`src/rtl/aftab_mul_pkg.sv`:
```
// Shared definitions for the AFTAB sequential multiplier: FSM state encoding.
package aftab_mul_pkg;
    typedef enum logic [1:0] {
        IDLE    = 2'd0,
        CALC    = 2'd1,
        SIGNFIX = 2'd2,
        DONE    = 2'd3
    } mul_state_e;
endpackage

```
`src/rtl/aftab_adder.sv`:
```
// size-bit adder with carry in/out, shared by the multiplier's accumulate and negate steps.
module aftab_adder #(
    parameter int size = 32
) (
    input  logic [size-1:0] i_a,
    input  logic [size-1:0] i_b,
    input  logic            i_cin,
    output logic [size-1:0] o_sum,
    output logic            o_cout
);
    logic [size:0] w_full;

    assign w_full = {1'b0, i_a} + {1'b0, i_b} + {{size{1'b0}}, i_cin};
    assign o_sum  = w_full[size-1:0];
    assign o_cout = w_full[size];
endmodule

```
`src/rtl/aftab_seq_multiplier.sv`:
```
// Iterative shift-and-add multiplier, one partial-product step per cycle.
// Optional two's complement operands when AFTAB_MUL_SIGNED_EN is defined.
module aftab_seq_multiplier
    import aftab_mul_pkg::*;
#(
    parameter int size = 32
) (
    input  logic              clk,
    input  logic              rst_n,
    input  logic              start,
    input  logic [size-1:0]   a,
    input  logic [size-1:0]   b,
`ifdef AFTAB_MUL_SIGNED_EN
    input  logic              a_signed,
    input  logic              b_signed,
`endif
    output logic              busy,
    output logic              done,
    output logic [2*size-1:0] result
);
    localparam int CW = $clog2(size + 1);

    mul_state_e         r_state, w_next;
    logic [size-1:0]    r_mcand;
    logic [2*size-1:0]  r_p;
    logic [CW-1:0]      r_count;
    logic [2*size-1:0]  r_result;

    logic [size-1:0]    w_add_a, w_add_b, w_sum;
    logic               w_add_cin, w_cout;
    logic [2*size-1:0]  w_p_calc;
    logic [size-1:0]    w_a_mag, w_b_mag;
    logic               w_last;

`ifdef AFTAB_MUL_SIGNED_EN
    localparam logic [size-1:0] ONE = size'(1);
    logic               r_neg;
    logic [2*size-1:0]  w_p_fix;
    logic [size-1:0]    w_lo_neg;

    // Operands flagged signed with MSB set are replaced by their magnitude.
    assign w_a_mag  = (a_signed && a[size-1]) ? (~a + ONE) : a;
    assign w_b_mag  = (b_signed && b[size-1]) ? (~b + ONE) : b;
    assign w_lo_neg = ~r_p[size-1:0] + ONE;
    // Upper half of ~P+1 goes through the adder; its carry-in is the low half's carry-out.
    assign w_p_fix  = r_neg ? {w_sum, w_lo_neg} : r_p;
`else
    assign w_a_mag = a;
    assign w_b_mag = b;
`endif

    assign w_last   = (r_count == CW'(1));
    assign w_p_calc = {w_cout, w_sum, r_p[size-1:1]};

    always_comb begin
        w_add_a   = r_p[2*size-1:size];
        w_add_b   = r_p[0] ? r_mcand : '0;
        w_add_cin = 1'b0;
`ifdef AFTAB_MUL_SIGNED_EN
        if (r_state == SIGNFIX) begin
            w_add_a   = ~r_p[2*size-1:size];
            w_add_b   = '0;
            w_add_cin = (r_p[size-1:0] == '0);
        end
`endif
    end

    aftab_adder #(.size(size)) u_adder (
        .i_a   (w_add_a),
        .i_b   (w_add_b),
        .i_cin (w_add_cin),
        .o_sum (w_sum),
        .o_cout(w_cout)
    );

    always_comb begin
        w_next = r_state;
        case (r_state)
            IDLE: if (start) w_next = CALC;
            CALC: if (w_last) begin
`ifdef AFTAB_MUL_SIGNED_EN
                w_next = SIGNFIX;
`else
                w_next = DONE;
`endif
            end
`ifdef AFTAB_MUL_SIGNED_EN
            SIGNFIX: w_next = DONE;
`endif
            DONE:    w_next = IDLE;
            default: w_next = IDLE;
        endcase
    end

    always_ff @(posedge clk or negedge rst_n) begin
        if (!rst_n) begin
            r_state  <= IDLE;
            r_mcand  <= '0;
            r_p      <= '0;
            r_count  <= '0;
            r_result <= '0;
`ifdef AFTAB_MUL_SIGNED_EN
            r_neg    <= 1'b0;
`endif
        end else begin
            r_state <= w_next;
            case (r_state)
                IDLE: if (start) begin
                    r_mcand <= w_a_mag;
                    r_p     <= {{size{1'b0}}, w_b_mag};
                    r_count <= CW'(size);
`ifdef AFTAB_MUL_SIGNED_EN
                    r_neg   <= (a_signed & a[size-1]) ^ (b_signed & b[size-1]);
`endif
                end
                CALC: begin
                    r_p     <= w_p_calc;
                    r_count <= r_count - CW'(1);
`ifndef AFTAB_MUL_SIGNED_EN
                    // Latch on entry to DONE so result is valid alongside the done pulse.
                    if (w_last) r_result <= w_p_calc;
`endif
                end
`ifdef AFTAB_MUL_SIGNED_EN
                SIGNFIX: begin
                    r_p      <= w_p_fix;
                    r_result <= w_p_fix;
                end
`endif
                default: ;
            endcase
        end
    end

    assign busy   = (r_state == CALC) || (r_state == SIGNFIX);
    assign done   = (r_state == DONE);
    assign result = r_result;
endmodule

```
`config.mk`:
```
export PLATFORM = sky130hd
export DESIGN_NAME = aftab_seq_multiplier
export DESIGN_NICKNAME = d
export VERILOG_FILES = /design/src/rtl/aftab_mul_pkg.sv /design/src/rtl/aftab_adder.sv /design/src/rtl/aftab_seq_multiplier.sv
export SDC_FILE = /design/constraint.sdc
export NUM_CORES = 1
export LEC_CHECK = 0
export ABC_CLOCK_PERIOD_IN_PS = 6650
export BUFFER_PORTS_ARGS = -buffer_cell sky130_fd_sc_hd__buf_2
export CORE_MARGIN = 2
export CORE_UTILIZATION = 64
export CTS_BUF_LIST = sky130_fd_sc_hd__clkbuf_4 sky130_fd_sc_hd__clkbuf_8
export DETAILED_ROUTE_END_ITERATION = 10
export HOLD_SLACK_MARGIN = 0.06
export PLACE_DENSITY = 0.88
export SLEW_MARGIN = 20
export SYNTH_ARGS = -nofsm -noshare
export SYNTH_HDL_FRONTEND = slang
export SYNTH_SLANG_ARGS = --single-unit
```
`constraint.sdc`:
```
create_clock -name clk -period 6.65 [get_ports clk]
set_input_delay 1.33 -clock clk [delete_from_list [all_inputs] [get_ports clk]]
set_output_delay 1.33 -clock clk [all_outputs]
set_load 0.02 [all_outputs]
```
==> flow_summary.ini, run 1 <==
[run_status]
status = finished clean

[timing]
worst_slew_pin_slew_ns = 1.15
rsz0062_at_grt = false
max-slew-margin-rel_pct = 23.5
setup_viol = 0
fin_skew_ns = 0.0168
tns_ns = 0
fin_crit_sh_pct = 50.4
layout_setup_ws_ns = 3.30
slew_violations = 0
finalHoldViolCount = 0
min_period_ns = 3.35
max_clock_freq_mhz = 298

[placement]
dpl_cell_area_um2 = 9310
numPortBuffers = 132
dp_slack_ns = 2.93
dp_hpwl_um = 12700
gp_congestion = 0.907

[worst_setup_path]
crit_buf_inv = 1
slowest_stage = dfrtp_1
worstSetupStartpoint = r_p[0]
rrSetupSlack_ns = 3.30
critPathTopFamily = compound AO/OA/AOI/OAI gates
critical_path_required_ns = 7.02
critPathArrivalTime_ns = 3.72
cp_cell_sequence = and2_1, ha_1, inv_1, fa_1, nand2b_1, a21oi_1, o21ai_1, o21ai_0, a31o_2, xor2_1, mux2_2
crit_path_max_incr_delay_ns = 0.93
cp_max_fo = 33
end_kind = flop
path_class = flop to flop
critPathLaunchType = flop
reg2reg_from = r_p[0]

[cts]
cts_num_sinks = 168
ctsHoldBuffers = 0
clockBufferDepth = 2
cts_buffers = 17
post_cts_resized = 0
clk_pin_slew_ns = 0.09
htree_levels = 4
cts_root_buf = clkbuf_8
cts_tree = built
cts_setup_buffers = 0
clk_latency_ns = 0.48

[floorplanning]
die_w_um = 120
rows = 42
core_area_um2 = 13200
die_area_um2 = 14300
ios = 133
die_h_um = 120
floorplan.initialDensity_pct = 65.0

[global_routing]
antenna_found_initial = 0
grt_pass1_vias = 6358
grt_pass1_wl_um = 31000
grt_max_degree = 116
grt.total_usage_pct = 27.5
grt_overflow = 0

[cells_and_area]
area_growth_pct = 13.2
layout_common_cells = dfrtp_1, buf_2, mux2_2, nand2_1, o21ai_0
fillers = 962
nNetsFinal = 998
fin_util_pct = 73.6
diodes = 0
layout_commonest_cell = dfrtp_1
final_area_um2 = 9710
layout-drive-gt1-share_pct = 30.2

[synthesis]
synth_area_leaders = dfrtp_1, mux2_2, ha_1, mux2i_1, o21ai_0
async_flop_share_pct = 100
synth_edf_count = 0
yosys_register_bits = 168
synth_area_um2 = 8580
syn_area_per_cell_um2 = 11.1
ys.flop_type = dfrtp_1
syn_nets = 881
synth_cell_type_count = 57
synth_top_area_share_pct = 49.0
synthCells = 776
ys_seq_area_share_pct = 49.0
ys_warn_count = 0
yosysTopAreaCell = dfrtp_1

[min_path]
hold_path_class = flop to flop
hp-start = result[57]

[routing]
wl_met2_um = 9030
wl_per_cell_um = 17.1
drt_iter0_drc = 403
dr_wl_met3_um = 935
vias = 6335
routed.top_layer = met4
ant_nets = 0
wl_met1_um = 8260
viasPerCell = 5.85
drt-total-wl_um = 18500
dr.pass1.iters = 6
drc = 0

[power]
peakVddDrop_mv = 0.278
finalPower_mw = 4.12
power_density_nw_per_um2 = 424
p_leak_nw = 4.91

[job]
maxCapViolCount = 0
==> path summary, 6_finish.rpt <==
check	endpoint	cells past startpoint
setup / recovery	result[55]	11
hold / removal	result[57]	2
setup reg to reg	result[55]	11
hold reg to reg	result[57]	2
max in group asynchronous	r_mcand[1]	2
min in group asynchronous	r_p[20]	1
==> logic make-up after synthesis <==
| family | after synthesis | share of synthesized area (%) |
|---|---|---|
| compound gates | 178 | 13.4 |
| xor+xnor | 33 | 3.37 |
| fa+ha+maj | 38 | 5.63 |
| buf+inv | 49 | 2.74 |
| flops | 168 | 49.0 |
| mux | 119 | 15.2 |
| simple gates | 191 | 10.7 |
==> routing by layer <==
metal	global-route usage, %	up-vias
met4	8.68	0
met1	37.1	3118
met2	45.0	192
met3	5.89	38
li1	-	2987
met5	0	-
==> layout make-up <==
class | count | area, um^2 | area share, %
multi-input cells | 559 | 4140 | 42.7
clock buffers | 20 | 263 | 2.71
well taps | 176 | 220 | 2.27
clock inverters | 12 | 141 | 1.46
repair buffers | 136 | 699 | 7.20
flip-flops and latches | 168 | 4200 | 43.3
inverters | 11 | 41.3 | 0.425
==> metrics by stage <==
stage | hold WS, ns | instances
final | 0.494 | 1082
after global routing | 0.515 | 1082
after CTS | 0.496 | 1082
after detailed placement | 0.476 | 1050
after global placement | 0.460 | 1050
after floorplan | 0.456 | 776
==> power by group <==
part	leakage [nW]	internal [mW]	switching, mW
sequential	2.19	1.34	0.217
combinational	2.52	0.751	1.07
clock	0.201	0.357	0.388
==> cells in the mapped netlist (7+ instances only) <==
| library cell | number |
|---|---|
| ha_1 | 37 |
| o21a_1 | 7 |
| o21ai_1 | 7 |
| buf_2 | 8 |
| nand2_1 | 82 |
| clkbuf_1 | 20 |
| inv_1 | 11 |
| nor2_1 | 29 |
| nand2b_1 | 8 |
| nand4_1 | 7 |
| mux2_2 | 86 |
| dfrtp_1 | 168 |
| nand3_1 | 7 |
| xnor2_1 | 20 |
| xor2_1 | 13 |
| o21ai_0 | 62 |
| a22o_1 | 23 |
| and2_1 | 36 |
| a21oi_1 | 40 |
| mux2i_1 | 32 |
==> flip-flops by register name, summed over array words and instances, names as in the netlist <==
signal / count
r_p: 64
r_mcand: 32
r_state: 2
r_count: 6
result: 64
==> tightest hold or removal path: cells and delay by family, from the launching register on <==
family | cells | cell delay, ns
simple gates | 1 | 0.05
compound gates | 1 | 0.06
flops | 1 | 0.35
No activity file was read; power rests on OpenSTA's default activity.
==> inputs of run 2 (changes only) <==
--- a/config.mk
+++ b/config.mk
@@ -5,14 +5,14 @@
 export SDC_FILE = /design/constraint.sdc
 export NUM_CORES = 1
 export LEC_CHECK = 0
-export ABC_CLOCK_PERIOD_IN_PS = 6650
+export ABC_CLOCK_PERIOD_IN_PS = 2900
 export BUFFER_PORTS_ARGS = -buffer_cell sky130_fd_sc_hd__buf_2
 export CORE_MARGIN = 2
-export CORE_UTILIZATION = 64
+export CORE_UTILIZATION = 53
 export CTS_BUF_LIST = sky130_fd_sc_hd__clkbuf_4 sky130_fd_sc_hd__clkbuf_8
 export DETAILED_ROUTE_END_ITERATION = 10
 export HOLD_SLACK_MARGIN = 0.06
-export PLACE_DENSITY = 0.88
+export PLACE_DENSITY = 0.78
 export SLEW_MARGIN = 20
 export SYNTH_ARGS = -nofsm -noshare
 export SYNTH_HDL_FRONTEND = slang
==> constraint.sdc (replaced) <==
create_clock -name clk -period 2.9 [get_ports clk]
set_input_delay 0.58 -clock clk [delete_from_list [all_inputs] [get_ports clk]]
set_output_delay 0.58 -clock clk [all_outputs]
set_load 0.02 [all_outputs]
==> run 2 against run 1 <==
Clock power increased by 140%. Largest power group unchanged. Register-to-register slack got worse by 3.2 ns. Wire length increased by 1.2%. Worst hold slack got worse by 0.40 ns. Global-route usage decreased by 4.9 points. Total power increased by 130%. Cell count increased by 4.3%. Sequential share of layout area decreased by 0.79 points. Worst setup slack got worse by 3.2 ns. Design area increased by 1.9%. Critical path type unchanged. Via count decreased by 1.1%.
==> flow_summary.ini, run 2 (synthesized netlist as in run 1, its figures left out) <==
[cells_and_area]
layout-drive-gt1-share_pct = 31.3
layout_common_cells = dfrtp_1, buf_2, mux2_2, nand2_1, o21ai_0
final_area_um2 = 9890
area_growth_pct = 15.4
layout_commonest_cell = dfrtp_1
diodes = 0
nNetsFinal = 1005

[floorplanning]
core_area_um2 = 15800
floorplan.initialDensity_pct = 54.2
die_h_um = 131
rows = 46
die_w_um = 131
ios = 133
die_area_um2 = 17200

[cts]
cts_tree = built
cts_num_sinks = 168
clk_pin_slew_ns = 0.10
cts_root_buf = clkbuf_8
clockBufferDepth = 2
htree_levels = 4
cts_buffers = 17
clk_latency_ns = 0.47

[worst_setup_path]
critPathLaunchType = flop
end_kind = flop
critPathArrivalTime_ns = 3.15
path_class = flop to flop
critical_path_required_ns = 3.26
cp_max_fo = 23

[routing]
drc = 0
drt-total-wl_um = 18700
drt_iter0_drc = 333
vias = 6267
ant_nets = 0
viasPerCell = 5.55
dr.pass1.iters = 7
wl_per_cell_um = 16.6

[placement]
gp_congestion = 0.913
numPortBuffers = 132
dp_hpwl_um = 13300
dpl_cell_area_um2 = 9450

[power]
peakVddDrop_mv = 0.442
p_leak_nw = 4.97
power_density_nw_per_um2 = 965

[timing]
tns_ns = 0
rsz0062_at_grt = false
slew_violations = 0
fin_skew_ns = 0.0150
worst_slew_pin_slew_ns = 0.832
max_clock_freq_mhz = 359
setup_viol = 0
min_period_ns = 2.79
max-slew-margin-rel_pct = 44.5
finalHoldViolCount = 0
fin_crit_sh_pct = 96.2

[run_status]
status = finished clean

[job]
maxCapViolCount = 0

[global_routing]
grt.total_usage_pct = 22.6
grt_overflow = 0
grt_pass1_wl_um = 31300
grt_pass1_vias = 6210
grt_max_degree = 70
antenna_found_initial = 0

[min_path]
hold_path_class = input pin to async pin
==> run 2: critical path, cell delays in order, from the launching register on <==
cell      delay, ns
dfrtp_1        0.37
buf_4          0.23
nand2_1        0.12
fa_1           0.44
nand2b_1       0.18
a21oi_1        0.33
o21ai_2        0.17
o21ai_1        0.25
a31o_2         0.24
xor2_1         0.09
mux2_2         0.26
==> run 2: metrics by stage <==
stage / util, % / worst slack, ns / total power, mW / hold WS (ns) / cells
6_report: 62.5 / 0.112 / 9.54 / 0.0914 / 1129
5_1_grt: 62.5 / 0.00374 / 10.3 / 0.125 / 1129
4_1_cts: 62.4 / 0.0341 / 9.60 / 0.107 / 1129
3_5_place_dp: 59.7 / 0.101 / 7.78 / 0.476 / 1097
3_3_place_gp: 59.7 / 0.209 / 7.65 / 0.462 / 1097
2_1_floorplan: - / 0.399 / 6.71 / 0.284 / 776
==> run 2: layout make-up <==
class                           instances  area, um^2
Multi-Input combinational cell        559        4170
Timing Repair Buffer                  143         787
Inverter                               11        41.3
Clock inverter                         15         189
Fill cell                            1319        5930
Tap cell                              216         270
Sequential cell                       168        4200
Clock buffer                           17         234
==> run 2: path summary, 6_finish.rpt <==
path | slack [ns] | cells after the start | startpoint | end
max | 0.11 | 10 | r_p[0] | result[55]
min | 0.09 | 1 | rst_n | result[19]
max reg2reg | 0.11 | 10 | r_p[0] | result[55]
min reg2reg | 0.49 | 2 | result[62] | result[62]
max in group asynchronous | 2.06 | 2 | rst_n | result[5]
min in group clk | 0.34 | 2 | a[14] | r_mcand[14]
==> run 2: report_power, final <==
part           internal [mW]  switching [mW]  total [mW]  leakage, nW
Combinational           1.75            2.48        4.24         2.58
Sequential              3.07           0.443        3.51         2.19
Clock                  0.869           0.929        1.80        0.202
Total                   5.69            3.86        9.54         4.97
==> run 2: routing by layer <==
layer / track usage, % / wire length [um] / vias up
li1: - / - / 3003
met1: 30.5 / 8630 / 3054
met2: 37.0 / 8900 / 186
met3: 4.67 / 917 / 24
met4: 6.76 / 305 / 0
met5: 0 / 0 / -
==> run 2: repair_timing <==
item / CTS / global route
setup buffers: 0 / 0
endpoints found under the hold margin: 0 / 0
endpoints found under the setup margin: 0 / 14
hold buffers: 0 / 0
gates resized for setup: 0 / 7
